[config.mk]
export PLATFORM = sky130hd
export DESIGN_NAME = fetch_stage
export DESIGN_NICKNAME = d
export VERILOG_FILES = /design/src/rtl/fetch_stage_pkg.sv /design/src/rtl/fetch_stage_if_id_reg.sv /design/src/rtl/fetch_stage.sv
export SDC_FILE = /design/constraint.sdc
export NUM_CORES = 1
export LEC_CHECK = 0
export CAP_MARGIN = 40
export CELL_PAD_IN_SITES_DETAIL_PLACEMENT = 1
export CELL_PAD_IN_SITES_GLOBAL_PLACEMENT = 2
export CORE_MARGIN = 2
export CORE_UTILIZATION = 30
export DETAILED_ROUTE_END_ITERATION = 8
export PLACE_DENSITY_LB_ADDON = 0.1
export SLEW_MARGIN = 20
export SYNTH_ARGS = -nofsm -noshare
export SYNTH_HDL_FRONTEND = slang
export SYNTH_SLANG_ARGS = --single-unit
[constraint.sdc]
create_clock -name clk -period 5.4 [get_ports clk]
set_input_delay 1.62 -clock clk [delete_from_list [all_inputs] [get_ports clk]]
set_output_delay 1.62 -clock clk [all_outputs]
set_load 0.1 [all_outputs]
[src/rtl/fetch_stage_pkg.sv]
// Shared definitions for the instruction fetch stage: datapath width,
// NOP encoding and the fetch FSM state encoding.
package fetch_stage_pkg;

  localparam int unsigned XLEN = 32;
  localparam int unsigned ILEN = 32;

  // addi x0, x0, 0
  localparam logic [ILEN-1:0] NOP_INSTR = 32'h0000_0013;

  typedef enum logic [1:0] {
    S_FETCH = 2'd0,  // request presented to instruction memory
    S_WAIT  = 2'd1,  // request accepted, awaiting response
    S_DROP  = 2'd2,  // request accepted, response will be discarded
    S_HOLD  = 2'd3   // response parked in hold buffer until decode frees up
  } fetch_state_e;

endpackage

[src/rtl/fetch_stage_if_id_reg.sv]
// IF/ID pipeline register.
// Ports: clk, rst (sync active-high); load/flush/stall controls;
// load_pc/load_instr new entry; if_id_* registered outputs.
// Priority: flush > load > stall (hold) > bubble (valid cleared).
module if_id_reg #(
  parameter int unsigned XLEN = fetch_stage_pkg::XLEN
) (
  input  logic            clk,
  input  logic            rst,
  input  logic            load,
  input  logic            flush,
  input  logic            stall,
  input  logic [XLEN-1:0] load_pc,
  input  logic [31:0]     load_instr,
  output logic            if_id_valid,
  output logic [XLEN-1:0] if_id_pc,
  output logic [XLEN-1:0] if_id_pc_plus4,
  output logic [31:0]     if_id_instr
);
  import fetch_stage_pkg::*;

  localparam logic [XLEN-1:0] PC_STEP = XLEN'(4);

  logic            valid_q, valid_d;
  logic [XLEN-1:0] pc_q, pc_d;
  logic [XLEN-1:0] pc_plus4_q, pc_plus4_d;
  logic [31:0]     instr_q, instr_d;

  // Next-entry selection
  always_comb begin
    valid_d    = valid_q;
    pc_d       = pc_q;
    pc_plus4_d = pc_plus4_q;
    instr_d    = instr_q;
    if (flush) begin
      valid_d = 1'b0;
    end else if (load) begin
      valid_d    = 1'b1;
      pc_d       = load_pc;
      pc_plus4_d = load_pc + PC_STEP;
      instr_d    = load_instr;
    end else if (!stall) begin
      // decode consumed the entry and nothing replaces it
      valid_d = 1'b0;
    end
  end

  always_ff @(posedge clk) begin
    if (rst) begin
      valid_q    <= 1'b0;
      pc_q       <= '0;
      pc_plus4_q <= '0;
      instr_q    <= NOP_INSTR;
    end else begin
      valid_q    <= valid_d;
      pc_q       <= pc_d;
      pc_plus4_q <= pc_plus4_d;
      instr_q    <= instr_d;
    end
  end

  assign if_id_valid    = valid_q;
  assign if_id_pc       = pc_q;
  assign if_id_pc_plus4 = pc_plus4_q;
  assign if_id_instr    = instr_q;

endmodule

[src/rtl/fetch_stage.sv]
// Instruction fetch stage: single-outstanding request to instruction memory,
// redirect handling, one-entry hold buffer, IF/ID register.
// Ports: clk, rst (sync active-high); redirect_valid/target from branch unit;
// stall from decode; imem_req_* request channel; imem_resp_* response
// channel; if_id_* pipeline register outputs.
module fetch_stage #(
  parameter int unsigned            XLEN     = fetch_stage_pkg::XLEN,
  parameter logic [XLEN-1:0]        RESET_PC = '0
) (
  input  logic            clk,
  input  logic            rst,
  input  logic            redirect_valid,
  input  logic [XLEN-1:0] redirect_target,
  input  logic            stall,
  output logic            imem_req_valid,
  output logic [XLEN-1:0] imem_req_addr,
  input  logic            imem_req_ready,
  input  logic            imem_resp_valid,
  input  logic [31:0]     imem_resp_data,
  output logic            if_id_valid,
  output logic [XLEN-1:0] if_id_pc,
  output logic [XLEN-1:0] if_id_pc_plus4,
  output logic [31:0]     if_id_instr
);
  import fetch_stage_pkg::*;

  localparam logic [XLEN-1:0] ALIGN_MASK = ~XLEN'(3);
  localparam logic [XLEN-1:0] PC_STEP    = XLEN'(4);

  fetch_state_e    state_q, state_d;
  logic [XLEN-1:0] pc_q, pc_d;
  logic [XLEN-1:0] req_pc_q, req_pc_d;
  logic [XLEN-1:0] hold_pc_q, hold_pc_d;
  logic [31:0]     hold_instr_q, hold_instr_d;

  logic            ifid_load;
  logic            ifid_flush;
  logic [XLEN-1:0] ifid_load_pc;
  logic [31:0]     ifid_load_instr;
  logic            accept_c;

  // Request is decoded straight from state so it is visible in the cycle
  // the FSM enters FETCH; reset masks it.
  assign imem_req_valid = !rst && (state_q == S_FETCH);
  assign imem_req_addr  = pc_q;
  assign accept_c       = imem_req_valid && imem_req_ready;

  // Next-state and IF/ID control
  always_comb begin
    state_d         = state_q;
    pc_d            = pc_q;
    req_pc_d        = req_pc_q;
    hold_pc_d       = hold_pc_q;
    hold_instr_d    = hold_instr_q;
    ifid_load       = 1'b0;
    ifid_flush      = 1'b0;
    ifid_load_pc    = req_pc_q;
    ifid_load_instr = imem_resp_data;

    unique case (state_q)
      S_FETCH: begin
        if (accept_c) begin
          req_pc_d = pc_q;
          pc_d     = pc_q + PC_STEP;
          state_d  = S_WAIT;
        end
      end
      S_WAIT: begin
        if (imem_resp_valid) begin
          if (!stall || !if_id_valid) begin
            ifid_load = 1'b1;
            state_d   = S_FETCH;
          end else begin
            hold_pc_d    = req_pc_q;
            hold_instr_d = imem_resp_data;
            state_d      = S_HOLD;
          end
        end
      end
      S_HOLD: begin
        if (!stall) begin
          ifid_load       = 1'b1;
          ifid_load_pc    = hold_pc_q;
          ifid_load_instr = hold_instr_q;
          state_d         = S_FETCH;
        end
      end
      S_DROP: begin
        if (imem_resp_valid) begin
          state_d = S_FETCH;
        end
      end
      default: state_d = S_FETCH;
    endcase

    // Redirect overrides everything above. Any request still in flight must
    // have its response swallowed; a response arriving this very cycle
    // retires it, so no drop is pending afterwards.
    if (redirect_valid) begin
      pc_d         = redirect_target & ALIGN_MASK;
      ifid_load    = 1'b0;
      ifid_flush   = 1'b1;
      hold_pc_d    = '0;
      hold_instr_d = '0;
      unique case (state_q)
        S_FETCH: state_d = accept_c ? S_DROP : S_FETCH;
        S_WAIT:  state_d = imem_resp_valid ? S_FETCH : S_DROP;
        S_DROP:  state_d = imem_resp_valid ? S_FETCH : S_DROP;
        S_HOLD:  state_d = S_FETCH;
        default: state_d = S_FETCH;
      endcase
    end
  end

  always_ff @(posedge clk) begin
    if (rst) begin
      state_q      <= S_FETCH;
      pc_q         <= RESET_PC & ALIGN_MASK;
      req_pc_q     <= '0;
      hold_pc_q    <= '0;
      hold_instr_q <= '0;
    end else begin
      state_q      <= state_d;
      pc_q         <= pc_d;
      req_pc_q     <= req_pc_d;
      hold_pc_q    <= hold_pc_d;
      hold_instr_q <= hold_instr_d;
    end
  end

  if_id_reg #(
    .XLEN (XLEN)
  ) u_if_id_reg (
    .clk            (clk),
    .rst            (rst),
    .load           (ifid_load),
    .flush          (ifid_flush),
    .stall          (stall),
    .load_pc        (ifid_load_pc),
    .load_instr     (ifid_load_instr),
    .if_id_valid    (if_id_valid),
    .if_id_pc       (if_id_pc),
    .if_id_pc_plus4 (if_id_pc_plus4),
    .if_id_instr    (if_id_instr)
  );

endmodule
Word-level counts from Yosys, hierarchy flattened

Cells that the tools add are included.

Output and inout port bits: 130
Bits of input ports: 70
Register bits after elaboration: 227

Reductions and logical operators: 17
Add/subtract/negate cells: 2
Equality and inequality tests: 8
Bitwise gates (word level): 2
Muxes and demuxes: 25

Operators with widths:

| operator                | number |
|---|---|
| $mux W32                | 7 |
| $add A32 B3 Y32 const B | 2 |
| $mux W2                 | 8 |
| $ne A3 B3 Y1 const B    | 4 |
| $pmux W2 S4             | 1 |
| $mux W1                 | 7 |
| $pmux W2 S3             | 1 |
| $reduce_and A2 Y1       | 3 |
| $reduce_or A2 Y1        | 3 |
| $eq A2 B2 Y1 const B    | 2 |
| $reduce_and A4 Y1       | 1 |
| $reduce_bool A2 Y1      | 2 |
| $logic_not A1 Y1        | 3 |
| $reduce_and A3 Y1       | 1 |
| $eq A2 B1 Y1 const B    | 1 |
| $logic_and A1 B1 Y1     | 2 |
| $logic_not A2 Y1        | 1 |
| $ne A2 B1 Y1 const B    | 1 |
| $not A1 Y1              | 2 |
| $pmux W1 S2             | 1 |
| $logic_or A1 B1 Y1      | 1 |

Logic depth before layout (Yosys ltp)

Gate-level depths: netlist (run 1).

Word-level depth: 7
Depth in mapped cells: 16
Gate-level depth less buffers: 11

Hierarchy

A second synthesis (run 1) with hierarchy kept.

Cell total of the unflattened synthesis: 1244
Area total of the unflattened synthesis: 10014.6 um^2

Modules (own cells, without submodules):

| module      | times used | seq. area each (um^2) | area an instance (um^2) | cells an instance |
|---|---|---|---|---|
| fetch_stage | 1          | 2482.4                | 6078.3                  | 750 |
| if_id_reg   | 1          | 1901.8                | 3936.3                  | 494 |

Worst setup path after synthesis (run 1)

OpenSTA, ideal clock, no wires.

Kind: in2out
Start: input rst
End: output imem_req_valid
Buffers on the path: 0
Cell stages on the path: 1
Data arrival time: 2987 ps
Setup slack: 793 ps
Cells stage by stage: nor2b_1

Cells in the longest elaborated chain, start to end: 2

RTL lines:

| element             | RTL line          | source |
|---|---|---|
| from (decl)         | fetch_stage.sv:11 | `input logic rst,` |
| $logic_not A1 Y1    | fetch_stage.sv:44 | `assign imem_req_valid = !rst && (state_q == S_FETCH);` |
| $logic_and A1 B1 Y1 | fetch_stage.sv:44 |  |
| to (decl)           | fetch_stage.sv:15 | `output logic imem_req_valid,` |

Every way passes these cells.

Final worst setup path (run 1)

Start: input stall
End: register u_if_id_reg.pc_plus4_q[30], in the netlist u_if_id_reg.if_id_pc_plus4[30]

Elaborated cells between the ends (all ways): 11
Classes of those cells: 1 x add/sub; 7 x mux; 3 x reduce/logical

RTL lines:

| element                   | RTL line                    | source |
|---|---|---|
| from (decl)               | fetch_stage.sv:14           | `input logic stall,` |
| $mux W32                  | fetch_stage.sv:81           | `if (!stall) begin` |
| $mux W32                  | fetch_stage.sv:60           | `unique case (state_q)` |
| named net ifid_load_pc[3] | fetch_stage.sv:38           | `logic [XLEN-1:0] ifid_load_pc;` |
| $add A32 B3 Y32           | fetch_stage_if_id_reg.sv:40 | `pc_plus4_d = load_pc + PC_STEP;` |
| to (signal assigned)      | fetch_stage_if_id_reg.sv:57 | `pc_plus4_q <= pc_plus4_d;` |
| to (decl)                 | fetch_stage_if_id_reg.sv:26 | `logic [XLEN-1:0] pc_plus4_q, pc_plus4_d;` |

The timed path passes the listed nets, and every way through them passes these cells.
A chain may end at the register's enable or synchronous reset.

==> run_results.csv, run 1 <==
group,metric,value,unit
min_path,hold_path.class,"flip-flop to flip-flop",
cts,clock_latency,0.53,ns
worst_setup_path,crit_cells,11,
logic_synthesis,synth.avg_cell_area,7.99,um^2
logic_synthesis,ys.flop_type,"dfxtp_1",
logic_synthesis,synthCells,1234,
logic_synthesis,syn_area,9860,um^2
worst_setup_path,path_buf_inv,1,
sta,final-hold-violation-count,0,
grt,grt_max_degree,67,
cts,cts.sinks,217,
cts,hold_buffers,0,
final_layout,diodes,0,
job,cap_violations,0,
worst_setup_path,worstPathArrival,4.74,ns
drt,routedWlPerCell,17.6,um
logic_synthesis,synth-edff-count,0,
grt,grt_pass1_vias,9754,
drt,drc,0,
grt,overflow,0,
final_layout,drive_above_1_share,13.9,%
worst_setup_path,cp.required,5.79,ns
place,post-place-ws,0.526,ns
worst_setup_path,slowest_delay,0.65,ns
logic_synthesis,ys_seq_area_share,44.1,%
sta,slew_headroom,53.4,%
grt,grt_pass1_wl,55.4,mm
worst_setup_path,crit_type,"input port to flip-flop",
place,port_buffers,191,
die,core_area,32500,um^2
power,powerDensity,268,nW/um^2
final_layout,fin_util,47.0,%
worst_setup_path,cp-start-kind,"input port",
sta,period_share,80.7,%
die,chipHeight,185,um
cts,cts_tree,"built",
place,place_hpwl,24.8,mm
outcome,status,"complete, no violations",
grt,track_usage,20.3,%
power,ir_worst_vdd,220,uV
cts,cts_buffer_depth,3,
logic_synthesis,synth_seq_cells,217,
drt,dr.first_iter.drc_count,354,
worst_setup_path,path_delay_family,"simple AND/OR/NAND/NOR gates",
final_layout,area_growth,54.7,%
worst_setup_path,r2r_cells,11,
sta,slew_viol_final,0,
logic_synthesis,synthArstFlopShare,0,%
sta,tns,0,ns
final_layout,multi_input_area,5100,um^2
worst_setup_path,cp_slowest_cell,"clkdlybuf4s50_1",
die,pin_count,200,
cts,cts_resized,0,
final_layout,seqCellArea,4340,um^2
die,rows,66,
cts,cts_buffers,26,
sta,clock-skew-final,0.0116,ns
sta,setup_viol,0,
logic_synthesis,yosysWarningCount,0,
min_path,whs_path_depth,2,
worst_setup_path,crit_path_end_kind,"flip-flop",
drt,vias,9632,
sta,grt_setup_unrepaired,"no",
cts,cts_root_buffer,"clkbuf_16",
drt,ant_nets,0,
drt,drt-vias-per-instance,4.89,
logic_synthesis,synth_cell_type_count,59,
cts,htree_levels,1,
final_layout,nets,1585,
worst_setup_path,cpMostUsedCell,"nand2_1",
die,die_w,185,um
sta,clock.fmax,230,MHz
cts,postCtsSetupRepairBufs,0,
sta,setup_ws,1.04,ns
drt,routed_wirelength,34.7,mm
cts,path_clk_slew,0.06,ns
place,gp_congestion,0.755,
power,p_leak,0.00569,uW
die,dieArea,34300,um^2
final_layout,fill_cells,3713,
worst_setup_path,worstPathMaxFanout,10,
sta,worst_slew_pin_slew,0.679,ns
die,start_util,30.4,%
grt,grt_antenna_before_repair,0,
sta,fin_crit,4.36,ns
drt,first_pass_iters,4,
worst_setup_path,crit_chain,"clkdlybuf4s50_1 -> nor2b_4 -> nand2_1 -> nand2_1 -> ha_1 -> nand4_1 -> nor3_1 -> o21ai_2 -> nor4_1 -> mux2i_1 -> o21ai_1",
-- cells in the final DEF, fill, tap and decap left out, types with 13 or more instances in the layout --
| cell | n |
|---|---|
| buf_16 | 31 |
| buf_8 | 93 |
| a311oi_1 | 29 |
| clkbuf_16 | 27 |
| nand3_1 | 54 |
| buf_4 | 17 |
| xnor2_1 | 14 |
| nor2_1 | 112 |
| nand4_1 | 13 |
| and3_1 | 15 |
| nand2_1 | 332 |
| mux2i_1 | 48 |
| clkdlybuf4s50_1 | 189 |
| xor2_1 | 22 |
| a211oi_1 | 32 |
| nor3_1 | 22 |
| nor4_1 | 22 |
| dfxtp_1 | 217 |
| a21oi_1 | 92 |
-- kinds of logic (layout without fill, tap and decap cells) --
| kind of cell | count (synthesis) | in the layout | synth area share [%] |
|---|---|---|---|
| fa+ha+maj | 7 | 7 | 0.889 |
| other cells | 1 | 6 | 0.0380 |
| simple gates | 603 | 603 | 26.6 |
| flops | 217 | 217 | 44.1 |
| mux | 63 | 63 | 7.29 |
| compound gates | 201 | 201 | 13.3 |
| buf+inv | 106 | 394 | 4.62 |
| xor+xnor | 36 | 36 | 3.20 |
-- worst reg2reg max path, cell delays in order, from the launching register on --
cell     delay (ns)
dfxtp_1        0.39
ha_1           0.40
nor2b_4        0.38
nand2_1        0.10
nand2_1        0.10
ha_1           0.26
nand4_1        0.12
nor3_1         0.36
o21ai_2        0.26
nor4_1         0.59
mux2i_1        0.24
o21ai_1        0.07
-- sequential cells by signal (all words and copies together) (netlist names) --
register / count
hold_instr_q: 32
u_if_id_reg.if_id_pc: 30
u_if_id_reg.if_id_valid: 1
u_if_id_reg.if_id_instr: 32
u_if_id_reg.if_id_pc_plus4: 30
req_pc_q: 30
state_q: 2
imem_req_addr: 30
hold_pc_q: 30
-- path summary, 6_finish.rpt --
| path | start | endpoint | slack [ns] |
|---|---|---|---|
| max | stall | u_if_id_reg.if_id_pc_plus4[30]$_SDFFE_PP0P_ | 1.04 |
| min | u_if_id_reg.if_id_pc_plus4[11]$_SDFFE_PP0P_ | u_if_id_reg.if_id_pc_plus4[11]$_SDFFE_PP0P_ | 0.45 |
| max reg2reg | state_q[1]$_SDFFE_PP0P_ | u_if_id_reg.if_id_pc_plus4[30]$_SDFFE_PP0P_ | 2.01 |
| min reg2reg | u_if_id_reg.if_id_pc_plus4[11]$_SDFFE_PP0P_ | u_if_id_reg.if_id_pc_plus4[11]$_SDFFE_PP0P_ | 0.45 |
-- stage by stage --
step	instances	hold WS, ns	total power [uW]	cell area, um^2
after floorplan	1239	0.432	2110	9870
final	1969	0.451	4090	15200
after detailed placement	1922	0.447	2420	14400
after global placement	1797	0.439	2290	12100
after CTS	1969	0.455	4150	15200
after global routing	1969	0.473	4250	15200
-- synthesized netlist by cell type, drive strengths merged, types with 2 or more instances --
library cell  count  area share [%]
a211oi           32             2.4
a21oi            92             4.7
a221oi            2            0.18
a311o             3            0.30
a311oi           29             2.6
a31oi             4            0.25
and2              3            0.19
and3             15            0.95
and4              6            0.53
and4b             2            0.20
buf              23             1.5
clkbuf           71             2.7
dfxtp           217              44
ha                7            0.89
inv              12            0.46
mux2              8            0.99
mux2i            55             6.3
nand2           334              13
nand3            55             2.9
nand4            13            0.83
nor2            112             4.3
nor2b             2            0.13
nor3             24             1.3
nor3b             2            0.15
nor4             22             1.4
nor4b             2            0.18
o2111ai           2            0.36
o211ai            4            0.30
o21ai            16            0.85
o22ai             3            0.19
o311ai            6            0.53
o31ai             4            0.30
or3               5            0.32
xnor2            14             1.2
xor2             22             2.0
-- area by class of cell --
class	instances	share of cell area [%]
inverter	12	0.295
timing repair buffer	335	28.7
sequential	217	28.5
multi-input combinational	916	33.4
tap	442	3.63
clock inverter	4	0.131
clock buffer	43	5.35
-- power breakdown --
group	switching [uW]	leakage (uW)	total, uW	internal (uW)
clock network	689	0.000415	1710	1020
registers	50.2	0.00176	1690	1640
logic	432	0.00351	684	253
total	1170	0.00569	4090	2920
-- layer usage --
| layer | GRT usage, % | part of all wire, % | vias to the layer above |
|---|---|---|---|
| li1 | - | - | 4803 |
| met1 | 28.0 | 48 | 4637 |
| met2 | 34.4 | 47 | 168 |
| met3 | 2.60 | 3.6 | 24 |
| met4 | 3.24 | 1.1 | 0 |
| met5 | 0 | 0 | - |
(Power assumes the default switching activity.)
==> run 2: changes to the inputs <==
--- a/config.mk
+++ b/config.mk
@@ -9,7 +9,7 @@
 export CELL_PAD_IN_SITES_DETAIL_PLACEMENT = 1
 export CELL_PAD_IN_SITES_GLOBAL_PLACEMENT = 2
 export CORE_MARGIN = 2
-export CORE_UTILIZATION = 30
+export CORE_UTILIZATION = 27
 export DETAILED_ROUTE_END_ITERATION = 8
 export PLACE_DENSITY_LB_ADDON = 0.1
 export SLEW_MARGIN = 20
==> constraint.sdc (replaced) <==
create_clock -name clk -period 4 [get_ports clk]
set_input_delay 1.2 -clock clk [delete_from_list [all_inputs] [get_ports clk]]
set_output_delay 1.2 -clock clk [all_outputs]
set_load 0.1 [all_outputs]
==> run 2 against run 1 <==
Against the previous run: clock skew fell by 0.0024 ns; sequential power rose by 36%; global-route usage fell by 2.5 points; setup slack got worse by 0.39 ns; via count fell by 2.9%; critical path depth rose by 1; first-iteration DRC count fell by 11%; clock-buffer cell count rose by 1; worst hold slack got worse by 0.0011 ns; wire length fell by 0.40%; largest power group unchanged; final cell count fell by 2.5%; clock power rose by 48%.
==> run_results.csv, run 2 (synthesis gave the netlist of run 1 again) <==
group,metric,value,unit
worst_setup_path,r2r_end,"u_if_id_reg.if_id_pc_plus4[20]$_SDFFE_PP0P_",
drt,first_pass_iters,4,
cts,cts_tree,"built",
worst_setup_path,r2r_cells,11,
worst_setup_path,cp_slowest_cell,"nor4_1",
die,core_area,35700,um^2
final_layout,nets,1514,
drt,drt-vias-per-instance,4.87,
worst_setup_path,cp.required,4.43,ns
final_layout,drive_above_1_share,16.2,%
cts,postCtsSetupRepairBufs,0,
worst_setup_path,path_buf_inv,2,
sta,worst_slew_pin_slew,0.702,ns
drt,drc,0,
final_layout,fin_area,13600,um^2
worst_setup_path,path_delay_family,"simple AND/OR/NAND/NOR gates",
worst_setup_path,crit_type,"input port to flip-flop",
final_layout,final_cell_mix,"nand2_1, dfxtp_1, buf_4, nor2_1, clkdlybuf4s50_1",
die,chipHeight,195,um
cts,htree_levels,1,
worst_setup_path,reg2reg_from,"state_q[1]$_SDFFE_PP0P_",
job,cap_violations,0,
cts,path_clk_slew,0.06,ns
die,rows,69,
worst_setup_path,reg2reg_slack,1.03,ns
sta,final-hold-violation-count,0,
sta,clock-skew-final,0.00918,ns
die,start_util,27.6,%
grt,track_usage,17.8,%
sta,fin_crit,3.34,ns
worst_setup_path,crit_chain,"clkdlybuf4s50_1 -> buf_4 -> nor2b_4 -> nand2_1 -> nand2_1 -> ha_1 -> nand4_1 -> nor3_1 -> o21ai_2 -> nor4_1 -> nor4_1 -> a311o_1",
drt,routed_wirelength,34.5,mm
min_path,hold_path.class,"flip-flop to flip-flop",
die,dieArea,38000,um^2
cts,clock_latency,0.54,ns
final_layout,layout_commonest_cell,"nand2_1",
drt,routedWlPerCell,18.0,um
sta,period_share,83.6,%
place,place_hpwl,24.1,mm
grt,grt_antenna_before_repair,1,
cts,cts_buffers,28,
power,powerDensity,413,nW/um^2
place,post-place-ws,0.0629,ns
grt,grt_pass1_wl,54.3,mm
sta,clock.fmax,299,MHz
outcome,status,"complete, no violations",
worst_setup_path,crit_path_end_kind,"flip-flop",
place,place_area,12700,um^2
grt,grt_max_degree,83,
worst_setup_path,cp-start-kind,"input port",
sta,grt_setup_unrepaired,"no",
cts,cts_resized,0,
worst_setup_path,crit_path_start,"stall",
power,power,5630,uW
place,port_buffers,191,
cts,cts.sinks,217,
sta,slew_viol_final,0,
cts,cts_buffer_depth,3,
worst_setup_path,crit_cells,12,
drt,ant_nets,0,
worst_setup_path,crit_path_end,"u_if_id_reg.if_id_pc_plus4[20]$_SDFFE_PP0P_",
die,die_w,195,um
cts,cts_root_buffer,"clkbuf_16",
die,pin_count,200,
grt,overflow,0,
sta,slew_headroom,53.1,%
worst_setup_path,worstPathArrival,3.77,ns
worst_setup_path,worstPathMaxFanout,7,
sta,setup_viol,0,
drt,dr.first_iter.drc_count,314,
power,ir_worst_vdd,294,uV
cts,hold_buffers,0,
grt,grt_pass1_vias,9252,
drt,vias,9354,
power,p_leak,0.00524,uW
final_layout,diodes,0,
final_layout,area_growth,38.2,%
place,gp_congestion,0.739,
sta,setup_ws,0.657,ns
worst_setup_path,slowest_delay,0.46,ns
sta,tns,0,ns
## run 2: cell count changes in the layout (fill, tap and decap cells not counted), sizes merged
| cell | previous run | this run |
|---|---|---|
| clkdlybuf4s50 | 189 | 99 |
| buf | 146 | 163 |
| clkinv | 4 | 6 |
| bufinv | 0 | 1 |
| clkbuf | 43 | 44 |
## run 2: report_power, final
| group | leakage [uW] | internal (uW) | switching (uW) |
|---|---|---|---|
| combinational | 0.00301 | 246 | 561 |
| sequential | 0.00176 | 2220 | 66.8 |
| clock | 0.000467 | 1550 | 988 |
| total | 0.00524 | 4010 | 1620 |
## run 2: how the worst min path moves through the flow
stage / start / slack, ns / cells past startpoint / endpoint
2_1_floorplan: req_pc_q[7]$_SDFFE_PP0P_ / 0.43 / 2 / hold_pc_q[7]$_SDFFE_PP0P_
3_3_place_gp: req_pc_q[7]$_SDFFE_PP0P_ / 0.44 / 2 / hold_pc_q[7]$_SDFFE_PP0P_
3_5_place_dp: u_if_id_reg.if_id_pc_plus4[6]$_SDFFE_PP0P_ / 0.45 / 2 / u_if_id_reg.if_id_pc_plus4[6]$_SDFFE_PP0P_
4_1_cts: u_if_id_reg.if_id_pc_plus4[6]$_SDFFE_PP0P_ / 0.45 / 2 / u_if_id_reg.if_id_pc_plus4[6]$_SDFFE_PP0P_
5_1_grt: req_pc_q[7]$_SDFFE_PP0P_ / 0.47 / 2 / hold_pc_q[7]$_SDFFE_PP0P_
6_report: u_if_id_reg.if_id_pc_plus4[27]$_SDFFE_PP0P_ / 0.45 / 2 / u_if_id_reg.if_id_pc_plus4[27]$_SDFFE_PP0P_
## run 2: layout make-up
class | instances | area (um^2)
clock buffers | 44 | 872
clock inverters | 7 | 60.1
fillers | 4300 | 22100
inverters | 12 | 45.0
multi-input cells | 916 | 5100
flip-flops and latches | 217 | 4340
well taps | 461 | 577
repair buffers | 262 | 2630
## run 2: metrics by stage
| step | util, % | std cells | hold slack [ns] |
|---|---|---|---|
| 2_1_floorplan | - | 1239 | 0.432 |
| 3_3_place_gp | 33.9 | 1835 | 0.439 |
| 3_5_place_dp | 35.5 | 1868 | 0.446 |
| 4_1_cts | 38.1 | 1919 | 0.454 |
| 5_1_grt | 38.1 | 1919 | 0.470 |
| 6_report | 38.1 | 1919 | 0.450 |
## run 2: per-layer routing
layer  vias to the layer above  track usage (%)  part of all wire, %
met5                         -                0                0.035
met4                         2             3.73                  1.9
met3                        43             2.42                  3.2
met2                       146             29.3                   45
met1                      4492             24.9                   49
li1                       4671                -                    -
## run 2: worst register-to-register path, stage by stage (launching register included)
cell	delay, ns
dfxtp_1	0.38
ha_1	0.39
nor2b_4	0.22
nand2_1	0.06
nand2_1	0.08
ha_1	0.25
nand4_1	0.12
nor3_1	0.28
o21ai_2	0.20
nor4_1	0.46
nor4_1	0.10
a311o_1	0.33
==> run 3: changes to the inputs <==
==> constraint.sdc (replaced) <==
create_clock -name clk -period 2.9 [get_ports clk]
set_input_delay 0.87 -clock clk [delete_from_list [all_inputs] [get_ports clk]]
set_output_delay 0.87 -clock clk [all_outputs]
set_load 0.1 [all_outputs]
==> run 3 against run 2 <==
Against the previous run: global-route usage up 0.16 points; wire length grew 0.67%; die area did not move; flip-flop and latch count unchanged; setup slack lost 0.40 ns; clock power increased by 35%; clock-buffer cell count stayed put; critical path depth stayed put; worst hold slack improved by 0.0024 ns; design area grew 0.33%; first-iteration DRC count up 10%.
==> run_results.csv, run 3 (synthesis gave the netlist of run 1 again) <==
group,metric,value,unit
die,rows,69,
final_layout,layout_commonest_cell,"nand2_1",
final_layout,drive_above_1_share,21.3,%
die,dieArea,38000,um^2
job,cap_violations,0,
cts,htree_levels,1,
outcome,status,"complete, no violations",
place,place_hpwl,25.4,mm
die,core_area,35700,um^2
sta,grt_setup_unrepaired,"no",
cts,hold_buffers,0,
drt,routedWlPerCell,17.8,um
final_layout,final_cell_mix,"nand2_1, buf_4, dfxtp_1, nor2_1, a21oi_1",
cts,cts_tree,"built",
worst_setup_path,cp.required,3.32,ns
grt,grt_antenna_before_repair,1,
cts,cts.sinks,217,
die,die_w,195,um
sta,final-hold-violation-count,0,
final_layout,fin_area,13700,um^2
place,port_buffers,191,
cts,clock_latency,0.54,ns
die,start_util,27.6,%
min_path,hold_path.class,"flip-flop to flip-flop",
drt,routed_wirelength,34.7,mm
sta,holdWs,0.452,ns
die,chipHeight,195,um
sta,clock-skew-final,0.0152,ns
drt,vias,9385,
final_layout,nets,1556,
worst_setup_path,worstPathMaxFanout,7,
drt,drc,0,
power,p_leak,0.00541,uW
place,place_area,12700,um^2
final_layout,multi_input_area,5210,um^2
power,ir_worst_vdd,396,uV
place,gp_congestion,0.742,
final_layout,diodes,0,
grt,grt_max_degree,58,
final_layout,fill_cells,4287,
sta,slew_viol_final,0,
grt,grt_pass1_vias,9675,
sta,clock.fmax,378,MHz
worst_setup_path,crit_type,"flip-flop to flip-flop",
drt,drt-vias-per-instance,4.80,
drt,dr.first_iter.drc_count,346,
drt,first_pass_iters,4,
final_layout,seqCellArea,4340,um^2
cts,cts_buffer_depth,3,
worst_setup_path,crit_path_end_kind,"flip-flop",
sta,period_share,91.3,%
grt,overflow,0,
worst_setup_path,cp-start-kind,"flip-flop",
drt,ant_nets,0,
sta,setup_ws,0.254,ns
power,powerDensity,560,nW/um^2
grt,track_usage,18.0,%
sta,worst_slew_pin_slew,0.700,ns
final_layout,fin_util,38.2,%
worst_setup_path,worstPathArrival,3.07,ns
die,pin_count,200,
sta,setup_viol,0,
final_layout,area_growth,38.7,%
sta,slew_headroom,53.3,%
cts,cts_root_buffer,"clkbuf_16",
sta,fin_crit,2.65,ns
place,post-place-ws,-0.598,ns
grt,grt_pass1_wl,55.3,mm
power,power,7660,uW
cts,path_clk_slew,0.06,ns
cts,cts_buffers,28,
cts,postCtsSetupRepairBufs,0,
[run 3: cell types whose count changed in the layout (fill, tap and decap cells not counted), sizes merged]
cell,before,now
clkinv,6,2
dlymetal6s2s,0,1
buf,163,238
clkdlybuf4s50,99,65
[run 3: power breakdown]
group	total, uW	leakage (uW)	switching, uW	internal (uW)
clock network	3410	0.000445	1310	2100
registers	3150	0.00176	90.3	3060
logic	1100	0.00320	775	321
[run 3: path summary, 6_finish.rpt]
check,startpoint,end,slack (ns),cells past startpoint
worst max-delay path,state_q[1]$_SDFFE_PP0P_,u_if_id_reg.if_id_pc_plus4[18]$_SDFFE_PP0P_,0.25,12
worst min-delay path,req_pc_q[7]$_SDFFE_PP0P_,hold_pc_q[7]$_SDFFE_PP0P_,0.45,2
worst max register to register,state_q[1]$_SDFFE_PP0P_,u_if_id_reg.if_id_pc_plus4[18]$_SDFFE_PP0P_,0.25,12
worst min register to register,req_pc_q[7]$_SDFFE_PP0P_,hold_pc_q[7]$_SDFFE_PP0P_,0.45,2
[run 3: cell type report]
cell class                      instances  share of cell area [%]
Inverter                               12                   0.330
Timing Repair Buffer                  304                    19.0
Sequential cell                       217                    31.8
Tap cell                              461                    4.22
Clock buffer                           44                    6.31
Multi-Input combinational cell        916                    38.1
Clock inverter                          3                   0.293
[run 3: metrics by stage]
step / setup TNS (ns) / cells
floorplan: -2.74 / 1239
global placement: -10.11 / 1910
detailed placement: -10.95 / 1910
CTS: 0 / 1957
global route: 0 / 1957
finish: 0 / 1957
[run 3: worst max-delay path, cell delays in order (launching register included)]
cell	delay (ns)
dfxtp_1	0.39
ha_2	0.31
nand2b_4	0.09
mux2i_2	0.19
inv_1	0.10
ha_4	0.17
buf_4	0.12
and4_4	0.19
o21ai_4	0.37
buf_4	0.20
nor3_1	0.05
xor2_1	0.25
o21ai_1	0.08
[run 3: routing by layer]
| layer | vias to the layer above | share of wire [%] | GRT usage [%] |
|---|---|---|---|
| li1 | 4750 | - | - |
| met1 | 4438 | 51 | 26.1 |
| met2 | 161 | 43 | 28.5 |
| met3 | 34 | 3.7 | 2.63 |
| met4 | 2 | 1.6 | 3.36 |
| met5 | - | 0.020 | 0 |
[run 3: repair_timing]
action,4_1_cts,5_1_grt
gates resized for setup,2,9
pin swaps,0,1
endpoints found under the setup margin,3,13
